## src/rtl/dmem_pkg.sv

```systemverilog
// -----------------------------------------------------------------------------
// dmem_pkg
// Shared definitions for the handshaked data-memory responder:
//   - state_e  : responder FSM states (IDLE, WAIT, RESP)
//   - DATA_W / ADDR_W / STRB_W : bus widths
//   - addr_err : access-error rule (misaligned or beyond the backing array)
// -----------------------------------------------------------------------------
package dmem_pkg;

  localparam int DATA_W = 64;
  localparam int ADDR_W = 64;
  localparam int STRB_W = 8;

  typedef enum logic [1:0] {
    IDLE = 2'd0,
    WAIT = 2'd1,
    RESP = 2'd2
  } state_e;

  // An access is bad when it is not on a 64-bit word boundary or when its word
  // number lies past the last word of the array.
  function automatic logic addr_err(input logic [ADDR_W-1:0] addr,
                                    input int unsigned       depth);
    logic [ADDR_W-4:0] word_num;
    word_num = addr[ADDR_W-1:3];
    return (addr[2:0] != 3'd0) || (word_num >= (ADDR_W-3)'(depth));
  endfunction

endpackage

```

## src/rtl/data_mem_responder_if.sv

```systemverilog
// -----------------------------------------------------------------------------
// data_mem_responder_if
// Request/response channel between the memory-stage initiator (master) and the
// data-memory responder (slave).
//   req_valid/req_ready           : request handshake
//   req_write/req_addr/req_wdata  : request payload (store flag, byte address, data)
//   req_wstrb                     : byte strobes, present only with DMEM_BYTE_STRB_EN
//   resp_valid/resp_ready         : response handshake
//   resp_rdata/resp_err           : load data and access-error flag
// Optional feature macro: DMEM_BYTE_STRB_EN
// -----------------------------------------------------------------------------
interface data_mem_responder_if;
  import dmem_pkg::*;

  logic              req_valid;
  logic              req_ready;
  logic              req_write;
  logic [ADDR_W-1:0] req_addr;
  logic [DATA_W-1:0] req_wdata;
`ifdef DMEM_BYTE_STRB_EN
  logic [STRB_W-1:0] req_wstrb;
`endif
  logic              resp_valid;
  logic              resp_ready;
  logic [DATA_W-1:0] resp_rdata;
  logic              resp_err;

  modport master (
`ifdef DMEM_BYTE_STRB_EN
    output req_wstrb,
`endif
    output req_valid, req_write, req_addr, req_wdata, resp_ready,
    input  req_ready, resp_valid, resp_rdata, resp_err
  );

  modport slave (
`ifdef DMEM_BYTE_STRB_EN
    input  req_wstrb,
`endif
    input  req_valid, req_write, req_addr, req_wdata, resp_ready,
    output req_ready, resp_valid, resp_rdata, resp_err
  );

endinterface

```

## src/rtl/dmem_array.sv

```systemverilog
// -----------------------------------------------------------------------------
// dmem_array
// Word-organised backing store: synchronous write with a per-byte lane mask,
// combinational read of the same word.
//   clk   : write clock
//   we    : write enable for this edge
//   idx   : word index for both read and write
//   wmask : byte-lane enables (bit i covers data bits 8i+7:8i)
//   wdata : store data
//   rdata : current contents of word idx
// -----------------------------------------------------------------------------
module dmem_array
  import dmem_pkg::*;
#(
  parameter  int DEPTH = 64,
  localparam int IDX_W = $clog2(DEPTH)
) (
  input  logic              clk,
  input  logic              we,
  input  logic [IDX_W-1:0]  idx,
  input  logic [STRB_W-1:0] wmask,
  input  logic [DATA_W-1:0] wdata,
  output logic [DATA_W-1:0] rdata
);

  logic [DATA_W-1:0] mem_q [DEPTH];

  // NOTE: the array is deliberately not reset: contents survive a responder
  // reset, and a reset loop over every word would block RAM inference.
  always_ff @(posedge clk) begin
    if (we) begin
      for (int b = 0; b < STRB_W; b++) begin
        if (wmask[b]) mem_q[idx][8*b +: 8] <= wdata[8*b +: 8];
      end
    end
  end

  assign rdata = mem_q[idx];

endmodule

```

## src/rtl/data_mem_responder.sv

```systemverilog
// -----------------------------------------------------------------------------
// data_mem_responder
// Request/response data memory for the multi-cycle LEGv8 datapath. A request is
// accepted in IDLE, waits WAIT_CYCLES cycles, performs the array access on the
// last wait edge, then holds the response in RESP until the initiator takes it.
//   clk    : clock, all state updates on the rising edge
//   resetl : synchronous, active-high reset (array contents retained)
//   bus    : slave side of data_mem_responder_if
//   busy   : high whenever the FSM is not in IDLE
// Parameters: DEPTH (words, power of two >= 2), WAIT_CYCLES (0..15)
// Optional feature macro: DMEM_BYTE_STRB_EN (per-byte store strobes)
// -----------------------------------------------------------------------------
module data_mem_responder
  import dmem_pkg::*;
#(
  parameter int DEPTH       = 64,
  parameter int WAIT_CYCLES = 2
) (
  input  logic                 clk,
  input  logic                 resetl,
  data_mem_responder_if.slave  bus,
  output logic                 busy
);

  localparam int         IDX_W     = $clog2(DEPTH);
  localparam bit         ZERO_WAIT = (WAIT_CYCLES == 0);
  localparam logic [3:0] WAIT_LOAD = 4'(WAIT_CYCLES);

  // Control state (reset)
  state_e            state_q, state_d;
  logic [3:0]        cnt_q, cnt_d;
  logic [DATA_W-1:0] rdata_q, rdata_d;
  logic              err_q, err_d;

  // Latched request (datapath, no reset)
  logic              write_q, write_d;
  logic [ADDR_W-1:0] addr_q, addr_d;
  logic [DATA_W-1:0] wdata_q, wdata_d;

  logic              in_idle;
  logic              acc_write;
  logic [ADDR_W-1:0] acc_addr;
  logic [DATA_W-1:0] acc_wdata;
  logic [STRB_W-1:0] acc_strb;
  logic              acc_err;
  logic              do_access;
  logic              mem_we;
  logic [DATA_W-1:0] mem_rdata;
  logic [DATA_W-1:0] acc_rdata;

  assign in_idle = (state_q == IDLE);

  // With no wait states the access happens on the accepting edge itself, so it
  // must see the live request; otherwise it uses the copy latched at accept.
  assign acc_write = in_idle ? bus.req_write : write_q;
  assign acc_addr  = in_idle ? bus.req_addr  : addr_q;
  assign acc_wdata = in_idle ? bus.req_wdata : wdata_q;

`ifdef DMEM_BYTE_STRB_EN
  logic [STRB_W-1:0] strb_q, strb_d;
  assign acc_strb = in_idle ? bus.req_wstrb : strb_q;
`else
  assign acc_strb = '1;
`endif

  assign acc_err   = addr_err(acc_addr, DEPTH);
  assign do_access = (in_idle && bus.req_valid && ZERO_WAIT) ||
                     ((state_q == WAIT) && (cnt_q == 4'd1));
  // A reset on the access edge drops the transaction, including its store.
  assign mem_we    = do_access && acc_write && !acc_err && !resetl;
  assign acc_rdata = (acc_write || acc_err) ? '0 : mem_rdata;

  dmem_array #(.DEPTH(DEPTH)) u_array (
    .clk   (clk),
    .we    (mem_we),
    .idx   (acc_addr[3 +: IDX_W]),
    .wmask (acc_strb),
    .wdata (acc_wdata),
    .rdata (mem_rdata)
  );

  always_comb begin
    // NOTE: every signal assigned here gets its hold value first, so no path
    // through the case statement can leave one unassigned and infer a latch.
    state_d = state_q;
    cnt_d   = cnt_q;
    rdata_d = rdata_q;
    err_d   = err_q;
    write_d = write_q;
    addr_d  = addr_q;
    wdata_d = wdata_q;
`ifdef DMEM_BYTE_STRB_EN
    strb_d  = strb_q;
`endif
    unique case (state_q)
      IDLE: begin
        if (bus.req_valid) begin
          write_d = bus.req_write;
          addr_d  = bus.req_addr;
          wdata_d = bus.req_wdata;
`ifdef DMEM_BYTE_STRB_EN
          strb_d  = bus.req_wstrb;
`endif
          if (ZERO_WAIT) begin
            state_d = RESP;
            rdata_d = acc_rdata;
            err_d   = acc_err;
          end else begin
            state_d = WAIT;
            cnt_d   = WAIT_LOAD;
          end
        end
      end
      WAIT: begin
        cnt_d = cnt_q - 4'd1;
        if (cnt_q == 4'd1) begin
          state_d = RESP;
          rdata_d = acc_rdata;
          err_d   = acc_err;
        end
      end
      RESP: begin
        if (bus.resp_ready) state_d = IDLE;
      end
      default: state_d = IDLE;
    endcase
  end

  // NOTE: sequential state uses non-blocking assignments so every flop samples
  // its _d value from before the edge, independent of block ordering.
  always_ff @(posedge clk) begin
    if (resetl) begin
      state_q <= IDLE;
      cnt_q   <= '0;
      rdata_q <= '0;
      err_q   <= 1'b0;
    end else begin
      state_q <= state_d;
      cnt_q   <= cnt_d;
      rdata_q <= rdata_d;
      err_q   <= err_d;
    end
  end

  // Request payload is only consumed after it has been latched, so it needs no reset.
  always_ff @(posedge clk) begin
    write_q <= write_d;
    addr_q  <= addr_d;
    wdata_q <= wdata_d;
`ifdef DMEM_BYTE_STRB_EN
    strb_q  <= strb_d;
`endif
  end

  assign bus.req_ready  = in_idle;
  assign bus.resp_valid = (state_q == RESP);
  assign bus.resp_rdata = rdata_q;
  assign bus.resp_err   = err_q;
  assign busy           = !in_idle;

endmodule

```

## src/flat_wrapper.sv

```systemverilog
// flat-port wrapper written by rule: the top's interface ports become plain ports
module data_mem_responder_flat import dmem_pkg::*;
#(
  parameter int DEPTH       = 64,
  parameter int WAIT_CYCLES = 2
)
  (clk, resetl, busy, bus_req_valid, bus_req_write, bus_req_addr, bus_req_wdata, bus_resp_ready, bus_req_ready, bus_resp_valid, bus_resp_rdata, bus_resp_err);
  data_mem_responder_if bus_i ();
  input  logic clk;
  input  logic resetl;
  output logic busy;
  input wire logic [$bits(bus_i.req_valid)-1:0] bus_req_valid;
  input wire logic [$bits(bus_i.req_write)-1:0] bus_req_write;
  input wire logic [$bits(bus_i.req_addr)-1:0] bus_req_addr;
  input wire logic [$bits(bus_i.req_wdata)-1:0] bus_req_wdata;
  input wire logic [$bits(bus_i.resp_ready)-1:0] bus_resp_ready;
  output wire logic [$bits(bus_i.req_ready)-1:0] bus_req_ready;
  output wire logic [$bits(bus_i.resp_valid)-1:0] bus_resp_valid;
  output wire logic [$bits(bus_i.resp_rdata)-1:0] bus_resp_rdata;
  output wire logic [$bits(bus_i.resp_err)-1:0] bus_resp_err;
  assign bus_i.req_valid = bus_req_valid;
  assign bus_i.req_write = bus_req_write;
  assign bus_i.req_addr = bus_req_addr;
  assign bus_i.req_wdata = bus_req_wdata;
  assign bus_i.resp_ready = bus_resp_ready;
  assign bus_req_ready = bus_i.req_ready;
  assign bus_resp_valid = bus_i.resp_valid;
  assign bus_resp_rdata = bus_i.resp_rdata;
  assign bus_resp_err = bus_i.resp_err;
  data_mem_responder #(.DEPTH(DEPTH), .WAIT_CYCLES(WAIT_CYCLES)) u_core (.clk(clk), .resetl(resetl), .bus(bus_i), .busy(busy));
endmodule
```

## config.mk

```make
export PLATFORM = sky130hd
export DESIGN_NAME = data_mem_responder_flat
export DESIGN_NICKNAME = d
export VERILOG_FILES = /design/src/rtl/dmem_pkg.sv /design/src/rtl/data_mem_responder_if.sv /design/src/rtl/dmem_array.sv /design/src/rtl/data_mem_responder.sv /design/src/flat_wrapper.sv
export SDC_FILE = /design/constraint.sdc
export NUM_CORES = 2
export LEC_CHECK = 0
export ABC_AREA = 0
export CAP_MARGIN = 20
export CORE_UTILIZATION = 35
export CTS_CLUSTER_DIAMETER = 60
export DETAILED_ROUTE_END_ITERATION = 8
export PLACE_DENSITY_LB_ADDON = 0.12
export REMOVE_ABC_BUFFERS = 1
export SLEW_MARGIN = 20
export SYNTH_ARGS = -nofsm -noshare
export SYNTH_HDL_FRONTEND = slang
export SYNTH_SLANG_ARGS = --single-unit
```

## constraint.sdc

```tcl
create_clock -name clk -period 8.8 [get_ports clk]
set_clock_uncertainty 0.15 [all_clocks]
set_input_delay 1.32 -clock clk [delete_from_list [all_inputs] [get_ports clk]]
set_output_delay 1.32 -clock clk [all_outputs]
set_load 0.02 [all_outputs]
```

Yosys cells after proc, flatten, opt, wreduce, memory -nomap -nowiden
Memory sizes are Yosys's and may differ from the RTL's.
Index checks and enable logic that the tools add are counted.
Widths: inputs -> output; s select.
Operators by class
  order comparisons: 1
  $add $sub $neg: 1
  equality and inequality tests: 6
  multiplexer cells: 12
  $mul: 0
  reduce and logical (&&, ||, !) cells: 16
  div/mod/pow operators: 0
  shift operators: 0
  bitwise gates (word level): 0
Operator list (number)
  $mux 64: 3
  $ge 61x7->1 const B: 1
  $pmux 4 s2: 1
  $mux 2: 3
  $ne 2x2->1 const B: 3
  $pmux 2 s3: 1
  $reduce_and 2->1: 3
  $eq 4x1->1 const B: 1
  $logic_and 1x1->1: 4
  $mux 4: 1
  $sub 4x1->4 const B: 1
  $logic_not 1->1: 3
  $mux 1: 3
  $reduce_and 3->1: 1
  $reduce_bool 3->1: 1
  $eq 2x1->1 const B: 1
  $eq 2x2->1 const B: 1
  $logic_not 2->1: 1
  $logic_or 1x1->1: 2
  $reduce_bool 2->1: 1
Word-level totals
  bits in writable memories: 4096
  memories: 1
  latch bits: 0
  bits in read-only memories: 0
  output and inout bits: 68
  word-level logic and storage cells: 44
  input port bits: 133
  bits in registers: 200
Memory list
  u_core.u_array.mem_q: words 64, width 64, rd ports 1, clocked after memory_dff 0, write ports 1, line dmem_array.sv:26  | logic [DATA_W-1:0] mem_q [DEPTH];

Logic depth before layout (Yosys ltp)
  depth in word-level cells: 9
  depth in mapped cells: 17

Modules after synthesis
A second synthesis with hierarchy kept.
Second synthesis, totals
  cells, all modules: 9511
  area total of the unflattened synthesis: 163639.4 µm²
By module, submodules not included
  dmem_array: area each 155329.0 µm², seq. area each 122998.0 µm², instances 1, cells each 8922
  data_mem_responder: area each 8310.5 µm², seq. area each 5295.1 µm², instances 1, cells each 589

Worst setup path after synthesis
Ideal clock, no wire load.
  path type: input to register
  start point: in bus_req_addr[5]
  end point: mem u_core.u_array.mem_q[36][0] (enable)
  setup slack: 2325 ps
  library setup time: 487 ps
  stages: 9
  data arrival time: 5838 ps
  data required time: 8163 ps
  buffers on the path: 5
  cell sequence: buf_4 or4b_1 o21ai_2 buf_2 buf_2 buf_2 buf_2 nand4_1 nor2_1
Between the ends
  longest elaborated chain between the ends: 8
RTL lines
  from (decl): line flat_wrapper.sv:14  | input wire logic [$bits(bus_i.req_addr)-1:0] bus_req_addr;
  $mux 64 (*): line data_mem_responder.sv:56  | assign acc_addr = in_idle ? bus.req_addr : addr_q;
  $ge 61x7->1: line dmem_pkg.sv:26  | return (addr[2:0] != 3'd0) || (word_num >= (ADDR_W-3)'(depth));
  $logic_or 1x1->1: line dmem_pkg.sv:26
  $logic_not 1->1: line data_mem_responder.sv:70  | assign mem_we = do_access && acc_write && !acc_err && !resetl;
  $logic_and 1x1->1 (2 in series): line data_mem_responder.sv:70
  $mux 1: line dmem_array.sv:31  | if (we) begin
  $mux 1 (not written as such): line dmem_array.sv:33  | if (wmask[b]) mem_q[idx][8*b +: 8] <= wdata[8*b +: 8];
  to (decl): line dmem_array.sv:26
Every way passes the cells marked *; elsewhere a longest branch is shown, timed or not.

Final worst setup path
  start point: in bus_req_addr[15]
  end point: mem u_core.u_array.mem_q[1][33] (enable)
Between the ends
  longest elaborated chain between the ends: 8
RTL lines (line)
  $mux 64: data_mem_responder.sv:56
  $ge 61x7->1: dmem_pkg.sv:26
  $logic_or 1x1->1: dmem_pkg.sv:26
  $logic_not 1->1: data_mem_responder.sv:70
  $logic_and 1x1->1 (2 in series): data_mem_responder.sv:70
  $mux 1: dmem_array.sv:31
  $mux 1 (not written as such): dmem_array.sv:33
Every way passes these cells.

==> metrics.txt <==
EDFF count, synth=4,225; met1 Usage GRT=37.4%; Pre-antenna DRT Iters=8; setup bufs post-CTS=0; WHS Path Cells=2; clk slew on worst S/H paths=0.06 ns; Worst slew margin=16.6%; CP Class=primary input to flip-flop; gpl congestion=0.817; total number of vias=101k; Post-Route Utilization=41.1%; crit end category=flip-flop; CTS tree=built; row cnt=247; max_cap viols=0; Clock Path Buffers=4; Yosys top cell by area=edfxtp_1; Initial DRC Count=13.5k; Cells after Synth=around 10k; met2 usage=42.4%; RSZ-0062 raised after global routing=no; worst setup path startpoint=bus_req_addr[15]; flops & latches, synth=4,296; fmax=0.157 GHz; final setup TNS=0 ns; Post-DP Area=0.171 mm^2; critical path's top delay family=simple AND/OR/NAND/NOR gates; Die Y=677 um; crit path time final=6.36 ns; final wirelength=a little over 600 mm; CP required=9.30 ns; H-tree Lvls=5; end point of the critical path=u_core.u_array.mem_q[1][33]; Finished Cell Area=0.186 mm^2; num ports=about 200; die area=0.458 mm^2; Synth top area share=79.6%; register area share after synthesis=80.5%; Buffers on Ports=200; initial antenna violation count=45; crit path max fanout=19; total global-route track usage=between 20% and 30%; CTS Buf Count=469; fillers=41.1k; Synth area leaders=edfxtp_1 80%, nand2_1 5.4%, o22ai_1 3.4%; Hold WS=0.350 ns; worst-margin pin slew=1.24 ns; Slew Limit Fails=0; Post-synth ARST share=0%; GR Overflow Total=0; busiest grt layer=met2; Worst-Skew Late Latency=between 1 and 1.5 ns; leading cell type in the layout, fill and taps excluded=edfxtp_1; Post-synth top flop=edfxtp_1; Distinct cells, synth=76; met3 Usage GRT=3.96%; DRC Markers=0; Area growth, synth to finish=16.8%; Worst path max stage delay=between 1 and 1.5 ns; WP data arrival=6.86 ns; antenna violation net count after detailed routing=0; drt wl/cell=36.2 um; setup violators final=0; Worst VDD drop=0.184 mV; dpl hpwl=about 340 mm; Initial Util=35.2%; worst hold path class=flip-flop to flip-flop; core box area=approximately 0.45 mm^2; CTS root buf=clkbuf_16; final layout net count=10.9k; most frequent cells in the layout=4,225 x edfxtp_1, 2,272 x nand2_1, 864 x o22ai_1; final hold vios=0; beginning of the worst register-to-register path=u_core.state_q[0]; worst path cell trace=clkdlybuf4s50_1 > nor4_1 > nand4_1 > nor3_1 > nor2_1 > a2111oi_4 > nand3_1 > nor2_4 > buf_4; vias per cell=just under 6; first-pass GRT wire length=843 mm; layout cells sized above 1=10.6%; Pleak=0.0593 uW; r2r endpoint=u_core.u_array.mem_q[1][33]; r2r setup slk=2.48 ns; Synth Warn #=0; Clock Sinks=~4.3k; # resized after CTS=0; Worst path depth=9; status=complete, no violations; pin count of the biggest net entering global routing=102; Die Width=677 um; Startpoint Class=primary input; Slowest-stage cell, CP=nor2_4; area of the mapped netlist=between 0.15 and 0.2 mm^2; Final period util=just over 70%; number of global-route vias before repair=97.8k; cts hold-fix bufs=0; R2R depth=8; CP bufs+invs=2; Synth Area per Inst=between 15 and 20 um^2; PwrDens=249 mW/mm^2
sequential cells by signal, indices dropped and copies added, names as in the netlist:
| name | count |
|---|---|
| u_core.write_q | 1 |
| u_core.u_array.mem_q | 4096 |
| u_core.addr_q | 64 |
| u_core.bus.resp_err | 1 |
| u_core.bus.resp_rdata | 64 |
| u_core.cnt_q | 4 |
| u_core.state_q | 2 |
| u_core.wdata_q | 64 |
logic make-up after synthesis:
family,synth area share [%]
multiplexers,0.654
buffers and inverters,1.92
AO/OA/AOI/OAI,7.94
AND/OR/NAND/NOR,9.01
flip-flops,80.5
adder cells (fa/ha/maj),0.0157
cell type report:
cell class / count / area (um^2) / area share [%]
Timing Repair Buffer: 581 / 6150 / 3.30
Clock inverter: 297 / 2850 / 1.53
Inverter: 6 / 27.5 / 0.0148
Antenna cell: 10 / 25.0 / 0.0134
Sequential cell: 4296 / 128000 / 68.9
Clock buffer: 583 / 12400 / 6.66
Tap cell: 5976 / 7480 / 4.02
Multi-Input combinational cell: 5454 / 29000 / 15.6
per-layer routing:
| metal | up-vias | part of all wire [%] |
|---|---|---|
| met4 | 6 | 3.1 |
| met2 | 5274 | 47 |
| met5 | - | 0.0064 |
| met1 | 53600 | 42 |
| met3 | 867 | 8.1 |
| li1 | 41400 | - |
cell usage after synthesis (all sizes together), types with 42 or more instances:
library cell,n
a21oi,87
nor3,60
buf,455
o21ai,44
a31oi,590
a32o,56
o221ai,42
dfxtp,71
nor4,65
nor2,241
clkbuf,192
mux2i,99
or4,50
o31ai,52
o22ai,864
nand3,669
edfxtp,4225
nand2,2295
stage by stage:
step                      total power [uW]  std cells  setup WS [ns]
after CTS                            46600      17200           2.57
after global routing                 47500      17200           2.36
after floorplan                      25500       9756         -12.15
after detailed placement             27100      16300           1.51
final                                46400      17200           2.44
after global placement               27100      16300           1.24
worst register-to-register path, stage by stage, from the launching register on:
cell and delay [ns]:
dfxtp_1 0.71, or2_4 0.43, inv_6 0.27, nor3_1 0.35, nor2_1 0.12, a2111oi_4 1.02, nand3_1 1.11, nor2_4 1.21
buf_4 0.55
power breakdown:
part	leakage, uW	switching, uW	internal, uW
clock	0.00742	8380	11300
combinational	0.0131	3010	762
sequential	0.0387	17.1	22900
worst min path at each step:
stage	start	endpoint	slack (ns)
detailed placement	u_core.bus.resp_rdata[31]	u_core.bus.resp_rdata[31]	0.34
CTS	u_core.bus.resp_rdata[31]	u_core.bus.resp_rdata[31]	0.35
global route	u_core.bus.resp_rdata[31]	u_core.bus.resp_rdata[31]	0.38
finish	u_core.bus.resp_rdata[47]	u_core.bus.resp_rdata[47]	0.35
floorplan	u_core.cnt_q[1]	u_core.cnt_q[1]	0.33
global placement	u_core.bus.resp_rdata[31]	u_core.bus.resp_rdata[31]	0.35
(Power assumes the default switching activity.)
